==> src/rtl/serial_add_sub.sv <==
// Bit-serial adder/subtractor: one full-adder cell and one carry flop process
// the operands LSB first, one bit per clock, under an IDLE/RUN/DONE FSM.
module serial_add_sub #(
  parameter int WIDTH = 8
) (
  input  logic             clk,
  input  logic             rst,
  input  logic             start,
  input  logic             sub,
  input  logic [WIDTH-1:0] A,
  input  logic [WIDTH-1:0] B,
  output logic             busy,
  output logic             done,
  output logic [WIDTH-1:0] Result,
  output logic             Cout,
  output logic             Ovf
);

  localparam int CW = $clog2(WIDTH);
  localparam logic [CW-1:0] LAST_BIT = CW'(WIDTH - 1);

  typedef enum logic [1:0] {
    IDLE,
    RUN,
    DONE
  } state_t;

  state_t           state_q, state_d;
  logic [WIDTH-1:0] a_q, a_d;
  logic [WIDTH-1:0] b_q, b_d;
  logic [WIDTH-1:0] res_q, res_d;
  logic [CW-1:0]    cnt_q, cnt_d;
  logic             carry_q, carry_d;
  logic             cout_q, cout_d;
  logic             ovf_q, ovf_d;

  logic             sum_bit;
  logic             carry_out;

  // The single full-adder cell shared by every bit position.
  assign sum_bit   = a_q[0] ^ b_q[0] ^ carry_q;
  assign carry_out = (a_q[0] & b_q[0]) | (a_q[0] & carry_q) | (b_q[0] & carry_q);

  always_comb begin
    // NOTE: every variable gets its hold value first, so no path through the
    // case statement can leave one unassigned and infer a latch.
    state_d = state_q;
    a_d     = a_q;
    b_d     = b_q;
    res_d   = res_q;
    cnt_d   = cnt_q;
    carry_d = carry_q;
    cout_d  = cout_q;
    ovf_d   = ovf_q;

    case (state_q)
      IDLE, DONE: begin
        if (start) begin
          // Subtraction is A + ~B + 1: invert B and seed the carry with sub.
          a_d     = A;
          b_d     = sub ? ~B : B;
          carry_d = sub;
          cnt_d   = '0;
          state_d = RUN;
        end else if (state_q == DONE) begin
          state_d = IDLE;
        end
      end

      RUN: begin
        a_d     = a_q >> 1;
        b_d     = b_q >> 1;
        res_d   = {sum_bit, res_q[WIDTH-1:1]};
        carry_d = carry_out;
        cnt_d   = cnt_q + CW'(1);
        if (cnt_q == LAST_BIT) begin
          // Signed overflow: carry into the sign bit differs from carry out.
          cout_d  = carry_out;
          ovf_d   = carry_q ^ carry_out;
          state_d = DONE;
        end
      end

      default: state_d = IDLE;
    endcase
  end

  // NOTE: state flops use non-blocking assignments so all of them update from
  // the same pre-edge values, independent of statement order.
  always_ff @(posedge clk or posedge rst) begin
    if (rst) begin
      state_q <= IDLE;
      a_q     <= '0;
      b_q     <= '0;
      res_q   <= '0;
      cnt_q   <= '0;
      carry_q <= 1'b0;
      cout_q  <= 1'b0;
      ovf_q   <= 1'b0;
    end else begin
      state_q <= state_d;
      a_q     <= a_d;
      b_q     <= b_d;
      res_q   <= res_d;
      cnt_q   <= cnt_d;
      carry_q <= carry_d;
      cout_q  <= cout_d;
      ovf_q   <= ovf_d;
    end
  end

  assign busy   = (state_q == RUN);
  assign done   = (state_q == DONE);
  assign Result = res_q;
  assign Cout   = cout_q;
  assign Ovf    = ovf_q;

endmodule
==> config.mk <==
export PLATFORM = sky130hd
export DESIGN_NAME = serial_add_sub
export DESIGN_NICKNAME = d
export VERILOG_FILES = /design/src/rtl/serial_add_sub.sv
export SDC_FILE = /design/constraint.sdc
export NUM_CORES = 1
export LEC_CHECK = 0
export ABC_AREA = 1
export CAP_MARGIN = 20
export CORE_MARGIN = 1
export CORE_UTILIZATION = 40
export CTS_CLUSTER_SIZE = 12
export DETAILED_ROUTE_END_ITERATION = 7
export GPL_ROUTABILITY_DRIVEN = 0
export PLACE_DENSITY = 0.7
export SLEW_MARGIN = 0
export SYNTH_ARGS = -nofsm -noshare
export SYNTH_HDL_FRONTEND = slang
export SYNTH_SLANG_ARGS = --single-unit
export TNS_END_PERCENT = 5
==> constraint.sdc <==
create_clock -name clk -period 3.2 [get_ports clk]
set_input_delay 0.64 -clock clk [delete_from_list [all_inputs] [get_ports clk]]
set_output_delay 0.64 -clock clk [all_outputs]
set_load 0.05 [all_outputs]
==> results.sh, run 1 <==
export IMPL_cp_start_kind="flop"
export IMPL_drc=0
export IMPL_syn_cell_area_sq_um=1549
export IMPL_grt_pass1_wl_um=5278
export IMPL_synth_fp_nets=222
export IMPL_grt_max_degree=33
export IMPL_dr_pass1_iters=4
export IMPL_grt_pass1_vias=1144
export IMPL_grt_overflow=0
export IMPL_maxSlewViolCount=0
export IMPL_worst_hold_path_type="reg -> reg"
export IMPL_wl_met3_um=127
export IMPL_rsz0062_at_grt="false"
export IMPL_ant_nets=0
export IMPL_antenna_found_initial=0
export IMPL_clk_latency_ns=0.28
export IMPL_startpoint="state_q[0]"
export IMPL_syn_avg_cell_area_sq_um=7.784
export IMPL_hold_viol=0
export IMPL_wl_per_cell_um=11.16
export IMPL_clock_fmax_mhz=374.2
export IMPL_skew_ns=0.006001
export IMPL_finalSetupTns_ns=0
export IMPL_wl_met1_um=1454
export IMPL_cts_buffer_depth=2
export IMPL_die_height_um=64.23
export IMPL_cts_buffers=5
export IMPL_rows=22
export IMPL_syn_to_final_growth_pct=28.51
export IMPL_period_share_pct=83.50
export IMPL_cts_resized=0
export IMPL_p_sw_share_pct=44.76
export IMPL_io_buffers=31
export IMPL_synth_cells=199
export IMPL_setup_viol=0
export IMPL_htreeDepth=2
export IMPL_r2r_start="state_q[0]"
export IMPL_postCtsHoldBufs=0
export IMPL_maxUsedRoutingLayer="met4"
export IMPL_die_w_um=64.23
export IMPL_drive_gt1_share_pct=6.410
export IMPL_core_area_sq_um=3689
export IMPL_max_slew_margin_pct=66.41
export IMPL_critPathKind="reg -> out"
export IMPL_place_hpwl_um=2183
export IMPL_clkTransAtPathRegs_ns=0.06
export IMPL_io_pins=32
export IMPL_cp_required_ns=2.56
export IMPL_ir_worst_vdd_v=0.0003123
export IMPL_tritoncts="built"
export IMPL_cts_setup_buffers=0
export IMPL_synth_cell_types=17
export IMPL_power_density_nw_per_um2=999.2
export IMPL_intPower_w=0.001099
export IMPL_root_buffer="clkbuf_8"
export IMPL_worst_pin_slew_ns=0.5022
export IMPL_drt_initial_drc_count=53
export IMPL_clockPowerShare_pct=15.7
export IMPL_fin_crit_ns=2.672
export IMPL_nFillCells=380
export IMPL_nets=256
export IMPL_worstHoldStart="a_q[6]"
export IMPL_combPwrFrac_pct=47.7
export IMPL_antenna_cells=0
export IMPL_worstPathArrival_ns=2.03
export IMPL_gr_usage_all_layers_pct=17.07
export IMPL_power_switching_w=0.0008903
export IMPL_wl_met2_um=1510
export IMPL_status="complete, no violations"
export IMPL_maxCapViolCount=0
export IMPL_yosysWarnings=0
export IMPL_via_per_inst=4.688
export IMPL_start_util_pct=41.99
export IMPL_stdcell_count=282
export IMPL_dieArea_sq_um=4125
export IMPL_cp_max_fo=13
export IMPL_numClockSinks=32
export IMPL_end_kind="output pin"
export IMPL_dp_cells=274
export IMPL_seq_area_frac_synth_pct=51.70
export IMPL_pwr_share_seq_pct=36.5
export IMPL_dp_slack_ns=0.8383
export IMPL_power_w=0.001989
export IMPL_wl_um=3146
export IMPL_num_vias=1322
export IMPL_synth_seq_cells=32
export IMPL_worst_slack_ns=0.5279
export IMPL_leakagePower_nw=1.037
[critical path: stages (launching register included)]
cell,delay [ns]
dfrtp_1,0.61
inv_2,0.20
nor2_4,0.14
clkdlybuf4s50_1,0.81
[final cells by class]
type | instances | area [sq um] | share of cell area (%)
Clock buffer | 8 | 90.09 | 4.525
Inverter | 23 | 86.33 | 4.337
Multi-Input combinational cell | 138 | 628.1 | 31.55
Sequential cell | 32 | 800.8 | 40.23
Tap cell | 48 | 60.06 | 3.017
Timing Repair Buffer | 33 | 325.3 | 16.34
[Yosys cell counts]
master | number | area, sq um
a21oi_1 | 1 | 5.000
buf_2 | 3 | 15.01
buf_4 | 2 | 15.01
clkbuf_1 | 1 | 3.750
dfrtp_1 | 32 | 800.8
fa_1 | 1 | 20.02
ha_1 | 2 | 25.02
inv_1 | 20 | 75.07
inv_2 | 3 | 11.26
nand2_1 | 85 | 319.1
nand2_2 | 2 | 12.51
nand3_1 | 37 | 185.2
nor2_1 | 3 | 11.26
nor2_2 | 1 | 6.260
nor2_4 | 1 | 11.26
o21ai_1 | 3 | 15.01
xor2_1 | 2 | 17.52
[final timing paths]
kind,end,slack [ns],cells after the start
setup / recovery,busy,0.53,3
hold / removal,a_q[6],0.47,2
setup reg to reg,a_q[7],1.65,6
hold reg to reg,a_q[6],0.47,2
max in group asynchronous,a_q[4],2.16,3
min in group asynchronous,Result[7],0.75,3
[sequential cells by signal (all words and copies together) (netlist names)]
name,cells
carry_q,1
Result,8
Ovf,1
Cout,1
state_q,2
b_q,8
a_q,8
cnt_q,3
[per-stage QoR]
stage | instance area (sq um) | hold WS (ns) | utilization (%)
final | 1991 | 0.4731 | 53.97
after global routing | 1991 | 0.5065 | 53.97
after CTS | 1991 | 0.4769 | 53.97
after detailed placement | 1901 | 0.4630 | 51.53
after global placement | 1901 | 0.4556 | 51.53
after floorplan | 1549 | 0.4425 | -
[power by group through the flow]
stage          logic [W]  registers [W]  clock network (W)
4_1_cts         0.000960       0.000728           0.000323
3_5_place_dp    0.000955       0.000734                  0
5_1_grt          0.00105       0.000747           0.000348
6_report        0.000949       0.000727           0.000313
2_1_floorplan   0.000534       0.000883                  0
3_3_place_gp    0.000925       0.000726                  0
[cell usage in the layout (no fill, tap or decap)]
master            n
clkbuf_1          2
inv_2             3
ha_1              2
nand2_1          85
clkdlybuf4s50_1  31
fa_1              1
nor2_4            1
a21oi_1           1
dfrtp_1          32
o21ai_1           3
buf_4             2
inv_1            20
nor2_1            3
nor2_2            1
nand2_2           2
nand3_1          37
xor2_1            2
clkbuf_8          6
[routing by layer]
metal  vias up  GRT usage [%]
met4         0          8.333
met5         -              0
met2        37          27.79
met3         5          3.750
met1       594          21.34
li1        686              -
[cells by family after synthesis]
logic type / after synthesis / synth area share (%)
compound gates: 4 / 1.292
xor+xnor: 2 / 1.131
fa+ha+maj: 3 / 2.908
buf+inv: 29 / 7.753
flops: 32 / 51.70
simple gates: 129 / 35.22
Note: power is estimated with default switching activity, not from simulation.
==> run 2: changes to the inputs <==
- clock period: 3.2 -> 2.6 ns (I/O delays scaled with it)
==> results.sh, run 2 (synthesis results as in run 1) <==
export IMPL_postCtsHoldBufs=0
export IMPL_final_util_pct=53.97
export IMPL_skew_ns=0.002121
export IMPL_io_buffers=31
export IMPL_cp_required_ns=2.08
export IMPL_crit_path_end="done"
export IMPL_maxSlewViolCount=0
export IMPL_cts_resized=0
export IMPL_rsz0062_at_grt="false"
export IMPL_r2r_end="a_q[5]"
export IMPL_period_share_pct=88.02
export IMPL_clkTransAtPathRegs_ns=0.06
export IMPL_cts_buffer_depth=2
export IMPL_worst_pin_slew_ns=0.4942
export IMPL_finalSetupTns_ns=0
export IMPL_ir_worst_vdd_v=0.0004044
export IMPL_antenna_cells=0
export IMPL_reg2reg_depth=6
export IMPL_max_slew_margin_pct=66.95
export IMPL_reg2reg_slack_ns=1.06
export IMPL_end_kind="output pin"
export IMPL_drt_initial_drc_count=61
export IMPL_core_area_sq_um=3689
export IMPL_drive_gt1_share_pct=7.692
export IMPL_startpoint="state_q[0]"
export IMPL_wl_um=3102
export IMPL_io_pins=32
export IMPL_place_hpwl_um=2146
export IMPL_r2r_start="state_q[0]"
export IMPL_dp_slack_ns=0.6012
export IMPL_dr_pass1_iters=4
export IMPL_wl_per_cell_um=11.00
export IMPL_status="complete, no violations"
export IMPL_fin_hold_ws_ns=0.4721
export IMPL_power_density_nw_per_um2=1224
export IMPL_root_buffer="clkbuf_8"
export IMPL_via_per_inst=4.663
export IMPL_num_vias=1315
export IMPL_hold_viol=0
export IMPL_clock_fmax_mhz=437.0
export IMPL_start_util_pct=41.99
export IMPL_critPathKind="reg -> out"
export IMPL_cts_setup_buffers=0
export IMPL_ant_nets=0
export IMPL_leakagePower_nw=1.043
export IMPL_worstPathArrival_ns=1.77
export IMPL_die_w_um=64.23
export IMPL_fin_crit_ns=2.288
export IMPL_clk_latency_ns=0.27
export IMPL_antenna_found_initial=0
export IMPL_worst_hold_path_type="reg -> reg"
export IMPL_slowest_delay_ns=0.81
export IMPL_grt_max_degree=33
export IMPL_maxCapViolCount=0
export IMPL_power_w=0.002437
export IMPL_nets=256
export IMPL_cp_max_fo=13
export IMPL_slowest_stage="clkdlybuf4s50_1"
export IMPL_tritoncts="built"
export IMPL_dieArea_sq_um=4125
export IMPL_worst_slack_ns=0.3115
export IMPL_critical_path_cell_chain="nor2_1 -> clkdlybuf4s50_1"
export IMPL_grt_overflow=0
export IMPL_syn_to_final_growth_pct=28.51
export IMPL_final_common_cell="nand2_1"
export IMPL_die_height_um=64.23
export IMPL_grt_pass1_vias=1235
export IMPL_setup_viol=0
export IMPL_cts_buffers=5
export IMPL_drc=0
export IMPL_gr_usage_all_layers_pct=17.70
export IMPL_grt_pass1_wl_um=5437
export IMPL_final_cell_mix="85 x nand2_1, 37 x nand3_1, 32 x dfrtp_1"
export IMPL_numClockSinks=32
export IMPL_rows=22
export IMPL_htreeDepth=2
export IMPL_cp_start_kind="flop"
-- run 2: changes by cell type in the layout (fill, tap and decap cells not counted) --
cell / previous run / this run
buf_4: 2 / 3
clkbuf_1: 2 / 0
clkdlybuf4s50_1: 31 / 30
clkinv_2: 0 / 2
-- run 2: report_power, final --
| part | switching [W] | internal (W) | leakage (nW) |
|---|---|---|---|
| sequential | 0.000169 | 0.000728 | 0.401 |
| clock | 0.000170 | 0.000211 | 0.0510 |
| combinational | 0.000753 | 0.000407 | 0.591 |
-- run 2: worst min-delay path by stage --
| stage | slack (ns) | from | cells past startpoint | to |
|---|---|---|---|---|
| 3_3_place_gp | 0.46 | Cout | 2 | Cout |
| 5_1_grt | 0.49 | Cout | 2 | Cout |
| 3_5_place_dp | 0.46 | Cout | 2 | Cout |
| 2_1_floorplan | 0.44 | a_q[1] | 2 | a_q[1] |
| 4_1_cts | 0.48 | Cout | 2 | Cout |
| 6_report | 0.47 | Cout | 2 | Cout |
-- run 2: layout make-up --
cell class                 instances  area [sq um]
fill                             371          1698
tap                               48         60.06
clock buffer                       6         82.58
sequential                        32         800.8
timing repair buffer              33         322.8
clock inverter                     2         10.01
multi-input combinational        138         628.1
inverter                          23         86.33
-- run 2: critical path: cells and delay by family, from the launching register on --
family / cells / cell delay, ns
flops: 1 / 0.53
simple gates: 1 / 0.16
buf+inv: 1 / 0.81
-- run 2: through the flow --
step | area (sq um) | std cells
2_1_floorplan | 1549 | 199
3_3_place_gp | 1898 | 274
3_5_place_dp | 1898 | 274
4_1_cts | 1991 | 282
5_1_grt | 1991 | 282
6_report | 1991 | 282
-- run 2: layer usage --
metal	up-vias	routed length, um	track usage, %
li1	684	-	-
met1	593	1464	21.52
met2	36	1459	28.06
met3	2	142	6.607
met4	0	35	7.500
met5	-	0	0
==> run 3: changes to the inputs <==
- CORE_MARGIN: 1 -> 4
- GPL_TIMING_DRIVEN: not set -> 0
==> results.sh, run 3 (synthesis results as in run 1) <==
export IMPL_status="complete, no violations"
export IMPL_crit_family="buffers and inverters"
export IMPL_io_pins=32
export IMPL_hold_viol=0
export IMPL_worstHoldStart="a_q[6]"
export IMPL_fin_crit_ns=2.342
export IMPL_cts_buffer_depth=2
export IMPL_setup_viol=0
export IMPL_grt_overflow=0
export IMPL_clk_latency_ns=0.28
export IMPL_slowest_stage="clkdlybuf4s50_1"
export IMPL_drive_gt1_share_pct=8.439
export IMPL_io_buffers=29
export IMPL_slowest_delay_ns=0.80
export IMPL_start_util_pct=41.99
export IMPL_wl_per_cell_um=10.93
export IMPL_cts_buffers=5
export IMPL_grt_pass1_wl_um=5368
export IMPL_combPwrFrac_pct=47.3
export IMPL_skew_ns=0.004169
export IMPL_die_w_um=70.23
export IMPL_numClockSinks=32
export IMPL_final_common_cell="nand2_1"
export IMPL_dpl_instance_area_sq_um=1927
export IMPL_max_slew_margin_pct=61.41
export IMPL_worst_hold_path_type="reg -> reg"
export IMPL_maxCapViolCount=0
export IMPL_clock_fmax_mhz=427.0
export IMPL_clockPowerShare_pct=18.3
export IMPL_maxSlewViolCount=0
export IMPL_p_sw_share_pct=43.18
export IMPL_num_vias=1325
export IMPL_period_share_pct=90.08
export IMPL_antenna_found_initial=0
export IMPL_startpoint="state_q[0]"
export IMPL_intPower_w=0.001439
export IMPL_fin_hold_ws_ns=0.4741
export IMPL_worstPathArrival_ns=1.82
export IMPL_power_switching_w=0.001094
export IMPL_dieArea_sq_um=4932
export IMPL_place_hpwl_um=2287
export IMPL_nFillCells=364
export IMPL_htreeDepth=2
export IMPL_rsz0062_at_grt="false"
export IMPL_nets=259
export IMPL_r2r_start="state_q[0]"
export IMPL_antenna_cells=0
export IMPL_cp_max_fo=10
export IMPL_end_kind="output pin"
export IMPL_postCtsHoldBufs=0
export IMPL_rows=22
export IMPL_critPathKind="reg -> out"
export IMPL_power_density_nw_per_um2=1246
export IMPL_via_per_inst=4.649
export IMPL_path_buf_inv=2
export IMPL_core_area_sq_um=3689
export IMPL_ir_worst_vdd_v=0.0003918
export IMPL_cp_start_kind="flop"
export IMPL_pwr_share_seq_pct=34.4
export IMPL_root_buffer="clkbuf_8"
export IMPL_ant_nets=0
export IMPL_final_cell_mix="85 x nand2_1, 37 x nand3_1, 32 x dfrtp_1"
export IMPL_tritoncts="built"
export IMPL_die_height_um=70.23
export IMPL_clkTransAtPathRegs_ns=0.06
export IMPL_drc=0
export IMPL_worst_pin_slew_ns=0.5782
export IMPL_dr_pass1_iters=4
export IMPL_drt_initial_drc_count=41
export IMPL_final_area_sq_um=2033
export IMPL_grt_pass1_vias=1228
export IMPL_leakagePower_nw=1.066
export IMPL_gr_usage_all_layers_pct=13.49
export IMPL_syn_to_final_growth_pct=31.26
export IMPL_grt_max_degree=21
export IMPL_wl_um=3115
export IMPL_critical_path_cell_chain="buf_2 -> nor2_1 -> clkdlybuf4s50_1"
export IMPL_cp_required_ns=2.08
export IMPL_finalSetupTns_ns=0
-- run 3: cell count changes in the layout (fill, tap and decap cells not counted) --
cell,before,now
clkinv_2,2,1
buf_2,0,3
buf_4,3,2
clkbuf_8,6,5
clkbuf_1,0,2
bufinv_16,0,1
buf_16,0,1
clkdlybuf4s50_1,30,28
dlygate4sd2_1,0,1
-- run 3: power groups by stage --
stage	logic [W]	registers [W]	clock network, W
finish	0.00120	0.000872	0.000464
global route	0.00133	0.000906	0.000497
CTS	0.00122	0.000877	0.000478
detailed placement	0.00122	0.000883	0
global placement	0.00119	0.000874	0
floorplan	0.000657	0.00109	0
-- run 3: final timing paths --
kind / cells after the start / slack, ns / endpoint
min reg2reg: 2 / 0.47 / a_q[6]
min in group asynchronous: 2 / 0.60 / Result[4]
min: 2 / 0.47 / a_q[6]
max: 3 / 0.26 / done
max in group asynchronous: 3 / 1.50 / b_q[4]
max reg2reg: 7 / 1.27 / a_q[6]
-- run 3: per-layer routing --
metal / share of wire, % / up-vias / track usage [%]
met5: 0 / - / 0
met1: 48 / 605 / 16.68
met4: 2.0 / 0 / 5.745
li1: - / 689 / -
met2: 46 / 25 / 21.83
met3: 4.4 / 6 / 3.885
-- run 3: metrics by stage --
| step | power, W | utilization, % | cells | setup slack, ns |
|---|---|---|---|---|
| 2_1_floorplan | 0.001744 | - | 199 | 0.8346 |
| 3_3_place_gp | 0.002060 | 51.49 | 276 | 0.3109 |
| 3_5_place_dp | 0.002107 | 52.24 | 277 | 0.3013 |
| 4_1_cts | 0.002574 | 55.12 | 285 | 0.2364 |
| 5_1_grt | 0.002735 | 55.12 | 285 | 0.1903 |
| 6_report | 0.002534 | 55.12 | 285 | 0.2580 |
-- run 3: repair_timing --
| item | 4_1_cts | 5_1_grt |
|---|---|---|
| setup buffers | 0 | 0 |
| gates resized for setup | 1 | 0 |
| endpoints found under the setup margin | 1 | 0 |
| endpoints found under the hold margin | 0 | 0 |
-- run 3: cell type report --
class / count / area (sq um) / share of cell area [%]
timing repair buffer: 30 / 316.6 / 15.57
clock inverter: 2 / 35.03 / 1.723
sequential: 32 / 800.8 / 39.38
clock buffer: 6 / 72.57 / 3.569
buffer: 6 / 33.78 / 1.662
tap: 48 / 60.06 / 2.954
inverter: 23 / 86.33 / 4.246
multi-input combinational: 138 / 628.1 / 30.89
-- run 3: tightest hold or removal path, cell delays in order (launching register included) --
cell,delay (ns)
dfrtp_1,0.34
nand2_1,0.05
nand2_1,0.05
